==> src/rtl/tt_um_spi_ram_reader.sv <==
// tt_um_spi_ram_reader: reads one byte from an external SPI RAM (READ 0x03, mode 0) at address ui_in.
// Optional macro CONT_READ_EN: poll continuously instead of re-reading only when ui_in changes.

module spi_ram_master #(
   parameter int ADDR_BYTES = 1,
   parameter int GAP_CYCLES = 4
) (
   input  logic       clk_i,
   input  logic       rst_ni,
   input  logic       start_i,
   input  logic [7:0] addr_i,
   input  logic       miso_i,
   output logic       idle_o,
   output logic       cs_n_o,
   output logic       sck_o,
   output logic       mosi_o,
   output logic [7:0] data_o
);
   localparam int AW     = 8 * ADDR_BYTES;
   localparam int TX_W   = AW + 16;
   localparam int HALF_N = 2 * TX_W;
   localparam int CNT_W  = $clog2(HALF_N);
   localparam int GAP_W  = $clog2(GAP_CYCLES + 1);
   localparam logic [CNT_W-1:0] CNT_LAST = CNT_W'(HALF_N - 1);
   localparam logic [GAP_W-1:0] GAP_INIT = GAP_W'(GAP_CYCLES - 1);

   typedef enum logic [2:0] {
      S_IDLE   = 3'd0,
      S_START  = 3'd1,
      S_SHIFT  = 3'd2,
      S_FINISH = 3'd3,
      S_GAP    = 3'd4
   } state_e;

   state_e            state_q, state_d;
   logic [CNT_W-1:0]  cnt_q, cnt_d;
   logic [GAP_W-1:0]  gap_q, gap_d;
   logic [TX_W-1:0]   tx_q, tx_d;
   logic [7:0]        rx_q, rx_d;
   logic [7:0]        data_q, data_d;
   logic              sck_q, sck_d;
   logic              mosi_q, mosi_d;
   logic              cs_n_q, cs_n_d;
   logic              done_q, done_d;
   logic              done;
   logic [AW-1:0]     addr_field_s;

   assign done         = done_q;
   assign addr_field_s = AW'(addr_i);

   // Next-state and next-output logic; all pins are registered from these values
   always_comb begin
      state_d = state_q;
      cnt_d   = cnt_q;
      tx_d    = tx_q;
      rx_d    = rx_q;
      data_d  = data_q;
      sck_d   = 1'b0;
      mosi_d  = 1'b0;
      cs_n_d  = 1'b1;
      done_d  = 1'b0;
      case (state_q)
         S_IDLE: begin
            if (start_i) begin
               state_d = S_START;
               tx_d    = {8'h03, addr_field_s, 8'h00};
               cs_n_d  = 1'b0;
               mosi_d  = tx_d[TX_W-1];
            end else begin
               state_d = S_IDLE;
            end
         end
         S_START: begin
            state_d = S_SHIFT;
            cnt_d   = '0;
            cs_n_d  = 1'b0;
            sck_d   = 1'b1;
            mosi_d  = mosi_q;
         end
         S_SHIFT: begin
            cs_n_d = 1'b0;
            if (cnt_q == CNT_LAST) begin
               state_d = S_FINISH;
               cs_n_d  = 1'b1;
               data_d  = rx_q;
               done_d  = 1'b1;
            end else begin
               cnt_d = cnt_q + CNT_W'(1);
               // SCK falls here: MISO has been stable for the whole high phase
               if (sck_q) begin
                  sck_d  = 1'b0;
                  rx_d   = {rx_q[6:0], miso_i};
                  tx_d   = {tx_q[TX_W-2:0], 1'b0};
                  mosi_d = tx_q[TX_W-2];
               end else begin
                  sck_d  = 1'b1;
                  mosi_d = mosi_q;
               end
            end
         end
         S_FINISH: begin
            state_d = S_GAP;
         end
         S_GAP: begin
            if (gap_q == '0) begin
               state_d = S_IDLE;
            end else begin
               state_d = S_GAP;
            end
         end
         default: begin
            state_d = S_IDLE;
         end
      endcase
      if (done) begin
         gap_d = GAP_INIT;
      end else if (state_q == S_GAP) begin
         gap_d = gap_q - GAP_W'(1);
      end else begin
         gap_d = gap_q;
      end
   end

   // State and output registers
   always_ff @(posedge clk_i or negedge rst_ni) begin
      if (!rst_ni) begin
         state_q <= S_IDLE;
         cnt_q   <= '0;
         gap_q   <= '0;
         tx_q    <= '0;
         rx_q    <= 8'h00;
         data_q  <= 8'h00;
         sck_q   <= 1'b0;
         mosi_q  <= 1'b0;
         cs_n_q  <= 1'b1;
         done_q  <= 1'b0;
      end else begin
         state_q <= state_d;
         cnt_q   <= cnt_d;
         gap_q   <= gap_d;
         tx_q    <= tx_d;
         rx_q    <= rx_d;
         data_q  <= data_d;
         sck_q   <= sck_d;
         mosi_q  <= mosi_d;
         cs_n_q  <= cs_n_d;
         done_q  <= done_d;
      end
   end

   assign idle_o = (state_q == S_IDLE);
   assign cs_n_o = cs_n_q;
   assign sck_o  = sck_q;
   assign mosi_o = mosi_q;
   assign data_o = data_q;
endmodule

module tt_um_spi_ram_reader #(
   parameter int ADDR_BYTES = 1,
   parameter int GAP_CYCLES = 4
) (
   input  logic       clk,
   input  logic       rst_n,
   input  logic       ena,
   input  logic [7:0] ui_in,
   output logic [7:0] uo_out,
   input  logic [7:0] uio_in,
   output logic [7:0] uio_out,
   output logic [7:0] uio_oe
);
   logic [1:0] arm_q;
   logic       start_s;
   logic       idle_s;
   logic       cs_n_s;
   logic       sck_s;
   logic       mosi_s;
   logic [7:0] data_s;
   logic       unused_s;

   // Hold off the first START so ui_in presented with reset release is captured
   always_ff @(posedge clk or negedge rst_n) begin
      if (!rst_n) begin
         arm_q <= 2'b00;
      end else begin
         arm_q <= {arm_q[0], 1'b1};
      end
   end

`ifdef CONT_READ_EN
   assign start_s = ena & arm_q[1];
`else
   logic       seen_q;
   logic [7:0] last_q;

   assign start_s = ena & arm_q[1] & (~seen_q | (ui_in != last_q));

   // Remember the address of the most recently started frame
   always_ff @(posedge clk or negedge rst_n) begin
      if (!rst_n) begin
         seen_q <= 1'b0;
         last_q <= 8'h00;
      end else if (idle_s && start_s) begin
         seen_q <= 1'b1;
         last_q <= ui_in;
      end else begin
         seen_q <= seen_q;
         last_q <= last_q;
      end
   end
`endif

   spi_ram_master #(
      .ADDR_BYTES (ADDR_BYTES),
      .GAP_CYCLES (GAP_CYCLES)
   ) spi_if (
      .clk_i   (clk),
      .rst_ni  (rst_n),
      .start_i (start_s),
      .addr_i  (ui_in),
      .miso_i  (uio_in[2]),
      .idle_o  (idle_s),
      .cs_n_o  (cs_n_s),
      .sck_o   (sck_s),
      .mosi_o  (mosi_s),
      .data_o  (data_s)
   );

   assign uo_out   = data_s;
   assign uio_out  = {4'b0000, sck_s, 1'b0, mosi_s, cs_n_s};
   assign uio_oe   = 8'b0000_1011;
   assign unused_s = &{1'b0, uio_in[7:3], uio_in[1:0]};
endmodule

==> config.mk <==
export PLATFORM = sky130hd
export DESIGN_NAME = tt_um_spi_ram_reader
export DESIGN_NICKNAME = d
export VERILOG_FILES = /design/src/rtl/tt_um_spi_ram_reader.sv
export SDC_FILE = /design/constraint.sdc
export NUM_CORES = 1
export LEC_CHECK = 0
export CORE_UTILIZATION = 53
export CTS_CLUSTER_DIAMETER = 40
export DETAILED_ROUTE_END_ITERATION = 6
export GPL_TIMING_DRIVEN = 0
export HOLD_SLACK_MARGIN = 0.08
export PLACE_DENSITY_LB_ADDON = 0.08
export SYNTH_ARGS = -nofsm -noshare
export SYNTH_HDL_FRONTEND = slang
export SYNTH_SLANG_ARGS = --single-unit
==> constraint.sdc <==
create_clock -name clk -period 2.49 [get_ports clk]
set_input_delay 0.249 -clock clk [delete_from_list [all_inputs] [get_ports clk]]
set_output_delay 0.249 -clock clk [all_outputs]
set_load 0.01 [all_outputs]
-- Word level (Yosys, flattened, before mapping)
Cells that the tools add are included.
- register bits after elaboration: 66
- bits in latches: 0
- logic and storage cells: 65
- memories kept: 0
- ROM bits: 0
- input port bits: 19
- output and inout port bits: 24
- bits in writable memories: 0
- bitwise logic cells: 6
- reduce and logical (&&, ||, !) cells: 11
- shifts and indexed selects: 0
- mux-type cells: 22
- multiply operators: 0
- $add $sub $neg: 2
- div/mod/pow operators: 0
- equal/unequal tests: 11
- magnitude comparators: 0
- operators by type and width (operator ; count):
    2-to-1 mux 23 bit ; 3
    one-hot mux 23 bit (2 select lines) ; 1
    one-hot mux 3 bit (5 select lines) ; 1
    2-to-1 mux 3 bit ; 4
    one-hot mux 6 bit (2 select lines) ; 1
    2-to-1 mux 1 bit ; 8
    inequality test 8 bit ; 1
    adder 6 x 1 -> 6 bit, second input constant ; 1
    equality test 3 x 2 -> 1 bit, second input constant ; 2
    equality test 6 bit, second input constant ; 1
    logical NOT 3 bit ; 2
    2-to-1 mux 6 bit ; 1
    AND reduction 2 bit ; 3
    nonzero test 2 bit ; 3
    inequality test 2 x 1 -> 1 bit, second input constant ; 2
    inequality test 2 bit, second input constant ; 2
    one-hot mux 1 bit (2 select lines) ; 2
    AND reduction 4 bit ; 1
    equality test 3 x 1 -> 1 bit, second input constant ; 1
    equality test 3 bit, second input constant ; 1
    inequality test 3 x 1 -> 1 bit, second input constant ; 1
    NOT 1 bit ; 3
    one-hot mux 1 bit (3 select lines) ; 1
    AND reduction 3 bit ; 1
    4 further kinds ; 5

-- Logic depth before layout (Yosys ltp)
- depth in word-level cells: 5
- depth in mapped cells: 7
- gate-level depth less buffers: 6

-- By module
Synthesis repeated with hierarchy kept, for this count alone.
- cell total of the unflattened synthesis: 249
- area, all modules: 2692.6 sq um
- by module, submodules not included (module ; cells each ; seq. area each (sq um) ; area an instance (sq um) ; instances):
    spi_ram_master ; 198 ; 1177.4 ; 2089.5 ; 1
    tt_um_spi_ram_reader ; 51 ; 275.3 ; 603.1 ; 1

-- Least setup slack after synthesis
No wires, ideal clock.
- kind: register to register
- start: register last_q[2]
- end: register spi_if.tx_q[14]
- period minus slack after synthesis: 1918 ps
- required time: 2365 ps
- arrival time: 1793 ps
- slack: 572 ps
- stages on the path, launching flop included: 7
- path buffers: 1
- library setup time: 125 ps
- cells stage by stage: dfrtp_1 > xor2_1 > nor3_2 > o2111ai_2 > o41a_4 > buf_6 > mux2_4
- longest elaborated chain between the ends: 5
- RTL lines (element ; line ; source):
    start: declaration ; 193 ; logic [7:0] last_q;
    start signal: assignment ; 204 ; last_q <= ui_in;
    start signal: assignment ; 207 ; last_q <= last_q;
    inequality test 8 bit ; 195 ; assign start_s = ena & arm_q[1] & (~seen_q | (ui_in != last_q));
    OR 1 bit ; 195 ;
    AND 1 bit ; 195 ;
    inequality test 2 bit (no source line) ; - ;
    AND reduction 4 bit (no source line) ; - ;
    end signal: assignment ; 141 ; tx_q <= tx_d;
    end: declaration ; 38 ; logic [TX_W-1:0] tx_q, tx_d;
No other way between the ends.
A chain may end at the register's enable or synchronous reset.

-- Worst setup path in the final report
- start: register spi_if.state_q[0]
- end: register spi_if.data_q[6] (netlist: spi_if.data_o[6])
- longest elaborated chain between the ends: 2
- RTL lines (element ; line ; source):
    start: declaration ; 35 ; state_e state_q, state_d;
    start signal: assignment ; 138 ; state_q <= state_d;
    equality test 3 x 2 -> 1 bit ; 62 ; case (state_q)
    AND reduction 2 bit (no source line) ; - ;
    end signal: assignment ; 143 ; data_q <= data_d;
    end: declaration ; 40 ; logic [7:0] data_q, data_d;
No other way between the ends.

==> impl_metrics.toml <==
[outcome]
outcome = "finished clean"

[placed_design]
port-buffer-count = 22
preCtsSetupSlack_ns = 0.0954
place_congestion = 0.746
hpwl_um = 3040

[sta]
hold_viol = 0
worst_clock_skew_ns = 0.00530
period_minus_slack_ns = 2.15
setup_ws_ns = 0.337
relSlewSlack_pct = 57.7
fmax_mhz = 464
setup_viol = 0
timing.final.crit_share_pct = 86.5
slew_violations = 0
rsz0062_at_grt = "false"
worst-slew-pin-transition_ns = 0.631

[floorplan]
die_y_um = 72.8
io_pins = 43
start_util_pct = 55.6
die_area_um2 = 5310
fp-row-count = 25
core_um2 = 4790
chipWidth_um = 72.8

[yosys]
ys_ff_latch = 58
ys_types = 45
synth_area_per_cell_um2 = 12.3
synthesis.area_um2 = 2660
ys.flop_type = "dfrtp_1"
synth_edf_count = 0
ys_warn_count = 0
yosysSeqAreaShare_pct = 54.6
async_reset_ff_share_pct = 100
syn-instance-count = 217

[finish]
antenna_cells = 0
area_delta_synth_final_pct = 23.1
layout.nets = 286
drive_gt1_share_pct = 30.2

[critical_path]
crit_chain = "clkbuf_1 > or3b_1 > clkbuf_1 > nor2_2 > mux2_2"
crit_required_ns = 2.71
crit_family = "simple AND/OR/NAND/NOR gates"
critPathBufInv = 2
critPathKind = "reg2reg"
critPathMaxStageDelay_ns = 0.47
worstPathArrival_ns = 2.37
critPathMaxFanout = 10
cp_common_cell = "clkbuf_1"
crit_slowest_cell = "nor2_2"
cp-end-kind = "flip-flop"
crit_path_start_kind = "flip-flop"

[pwr]
p_int_mw = 2.50
ir_drop_mv = 0.658
comb_power_share_pct = 29.5
p_seq_share_pct = 40.9
leakage_nw = 1.51
power_density_nw_per_um2 = 1080
p_sw_mw = 1.02
power_mw = 3.52
swShare_pct = 29.0
clkPwrFrac_pct = 29.7

[detailed_routing]
drc = 0
via_count = 1643
drt_iter0_markers = 51
wl_um = 4470
ant_nets = 0
avgViaCountPerCell = 4.90
wire_per_inst_um = 13.3
drt_pre_antenna_iters = 4

[cts]
path_clk_slew_ns = 0.06
cts_resized = 0
hold_buffers = 1
worstSkewPairLatency_ns = 0.34
clock-sinks = 58
cts_buffers = 9
cts_tree = "built"
htree_num_levels = 3
cts_setup_buffers = 0
cts.path.max_buffers = 2
cts_root_buffer = "clkbuf_8"

[grt]
grt_antenna_before_repair = 0
grt_usage_pct = 20.3
grt_pass1_vias = 1695
grt_pass1_wl_um = 7830
grt_max_degree = 41
grt_overflow = 0

[worst_hold_path]
hold_class = "reg2reg"

[run]
maxCapViolations = 0
power by group through the flow:
stage	clock network (mW)	logic, mW	registers (mW)
floorplan	0	0.830	1.40
global placement	0	1.01	1.44
detailed placement	0	1.04	1.45
CTS	1.07	1.05	1.44
global route	1.11	1.17	1.47
finish	1.04	1.04	1.44
Yosys cell counts, drive strengths merged (2+ instances only):
library cell	n	share of area [%]
o22ai	5	1.2
clkbuf	6	0.85
nand2b	2	0.47
xnor2	5	1.6
nand4	2	0.47
or3b	2	0.66
a21oi	3	0.56
nor2	13	1.9
o22a	2	0.66
xor2	5	1.6
nor3b	2	0.75
nor3	3	0.75
conb	2	0.28
nand3	6	1.1
or2	2	0.47
inv	11	1.6
mux2	37	16
dfrtp	57	54
o21ai	5	0.94
nand2	10	1.4
ha	3	1.4
buf	18	5.1
o2bb2ai	2	0.66
final timing paths:
kind                                               startpoint                      endpoint  slack, ns  cells past startpoint
worst max-delay path            spi_if.state_q[0]$_DFFE_PN0P_  spi_if.data_o[6]$_DFFE_PN0P_       0.34                      5
worst min-delay path                       arm_q[0]$_DFF_PN0_            arm_q[1]$_DFF_PN0_       0.36                      0
worst min register to register             arm_q[0]$_DFF_PN0_            arm_q[1]$_DFF_PN0_       0.36                      0
max in group asynchronous                               rst_n         last_q[4]$_DFFE_PN0P_       1.53                      3
min in group asynchronous                               rst_n  spi_if.data_o[5]$_DFFE_PN0P_       0.40                      2
worst max register to register  spi_if.state_q[0]$_DFFE_PN0P_  spi_if.data_o[6]$_DFFE_PN0P_       0.34                      5
registers in the layout, indices dropped and copies added (netlist names):
name and flops:
spi_if.cnt_q 6, arm_q 2, spi_if.state_q 3, spi_if.done 1, spi_if.gap_q 3, spi_if.cs_n_o 1
spi_if.sck_o 1, spi_if.rx_q 8, seen_q 1, last_q 8, spi_if.data_o 8, spi_if.tx_q 15
spi_if.mosi_o 1
cells in the final DEF, fill, tap and decap left out, drive strengths merged, types with 2 or more instances in the layout:
| cell type | count |
|---|---|
| nor3b | 2 |
| xnor2 | 5 |
| conb | 14 |
| o22a | 2 |
| nor3 | 3 |
| nand3 | 6 |
| nor2 | 13 |
| o22ai | 5 |
| dfrtp | 57 |
| a21oi | 3 |
| o21ai | 5 |
| nand2 | 10 |
| or3b | 2 |
| nand4 | 2 |
| mux2 | 37 |
| bufinv | 3 |
| xor2 | 5 |
| nand2b | 2 |
| clkbuf | 16 |
| o2bb2ai | 2 |
| ha | 3 |
| or2 | 2 |
| inv | 11 |
| buf | 20 |
| clkdlybuf4s50 | 21 |
area by class of cell:
type | instances | area (um^2)
Timing Repair Buffer | 24 | 245
Fill cell | 365 | 1510
Buffer | 24 | 159
Tap cell | 67 | 83.8
Sequential cell | 58 | 1450
Inverter | 11 | 41.3
Multi-Input combinational cell | 136 | 1050
Clock inverter | 5 | 103
Clock buffer | 10 | 138
kinds of logic after synthesis:
family | after synthesis | synth area share, %
compound gates | 26 | 7.62
xor+xnor | 10 | 3.29
fa+ha+maj | 3 | 1.41
buf+inv | 35 | 7.53
flops | 58 | 54.6
mux | 37 | 16.2
other cells | 2 | 0.282
simple gates | 46 | 9.03
stage by stage:
stage	cells	TNS, ns	hold WS, ns	utilization [%]	instance area [um^2]
2_1_floorplan	229	0	-0.0466	-	2710
3_3_place_gp	318	-34.65	0.334	62.9	3010
3_5_place_dp	319	0	0.228	63.2	3020
4_1_cts	335	0	0.362	68.4	3270
5_1_grt	335	0	0.369	68.4	3270
6_report	335	0	0.358	68.4	3270
layer usage:
layer	global-route usage (%)	share of wire [%]
met5	0	0
met4	6.54	1.4
met3	8.70	4.2
met2	30.4	47
met1	26.6	47
Power figures use the tool's default switching activity.
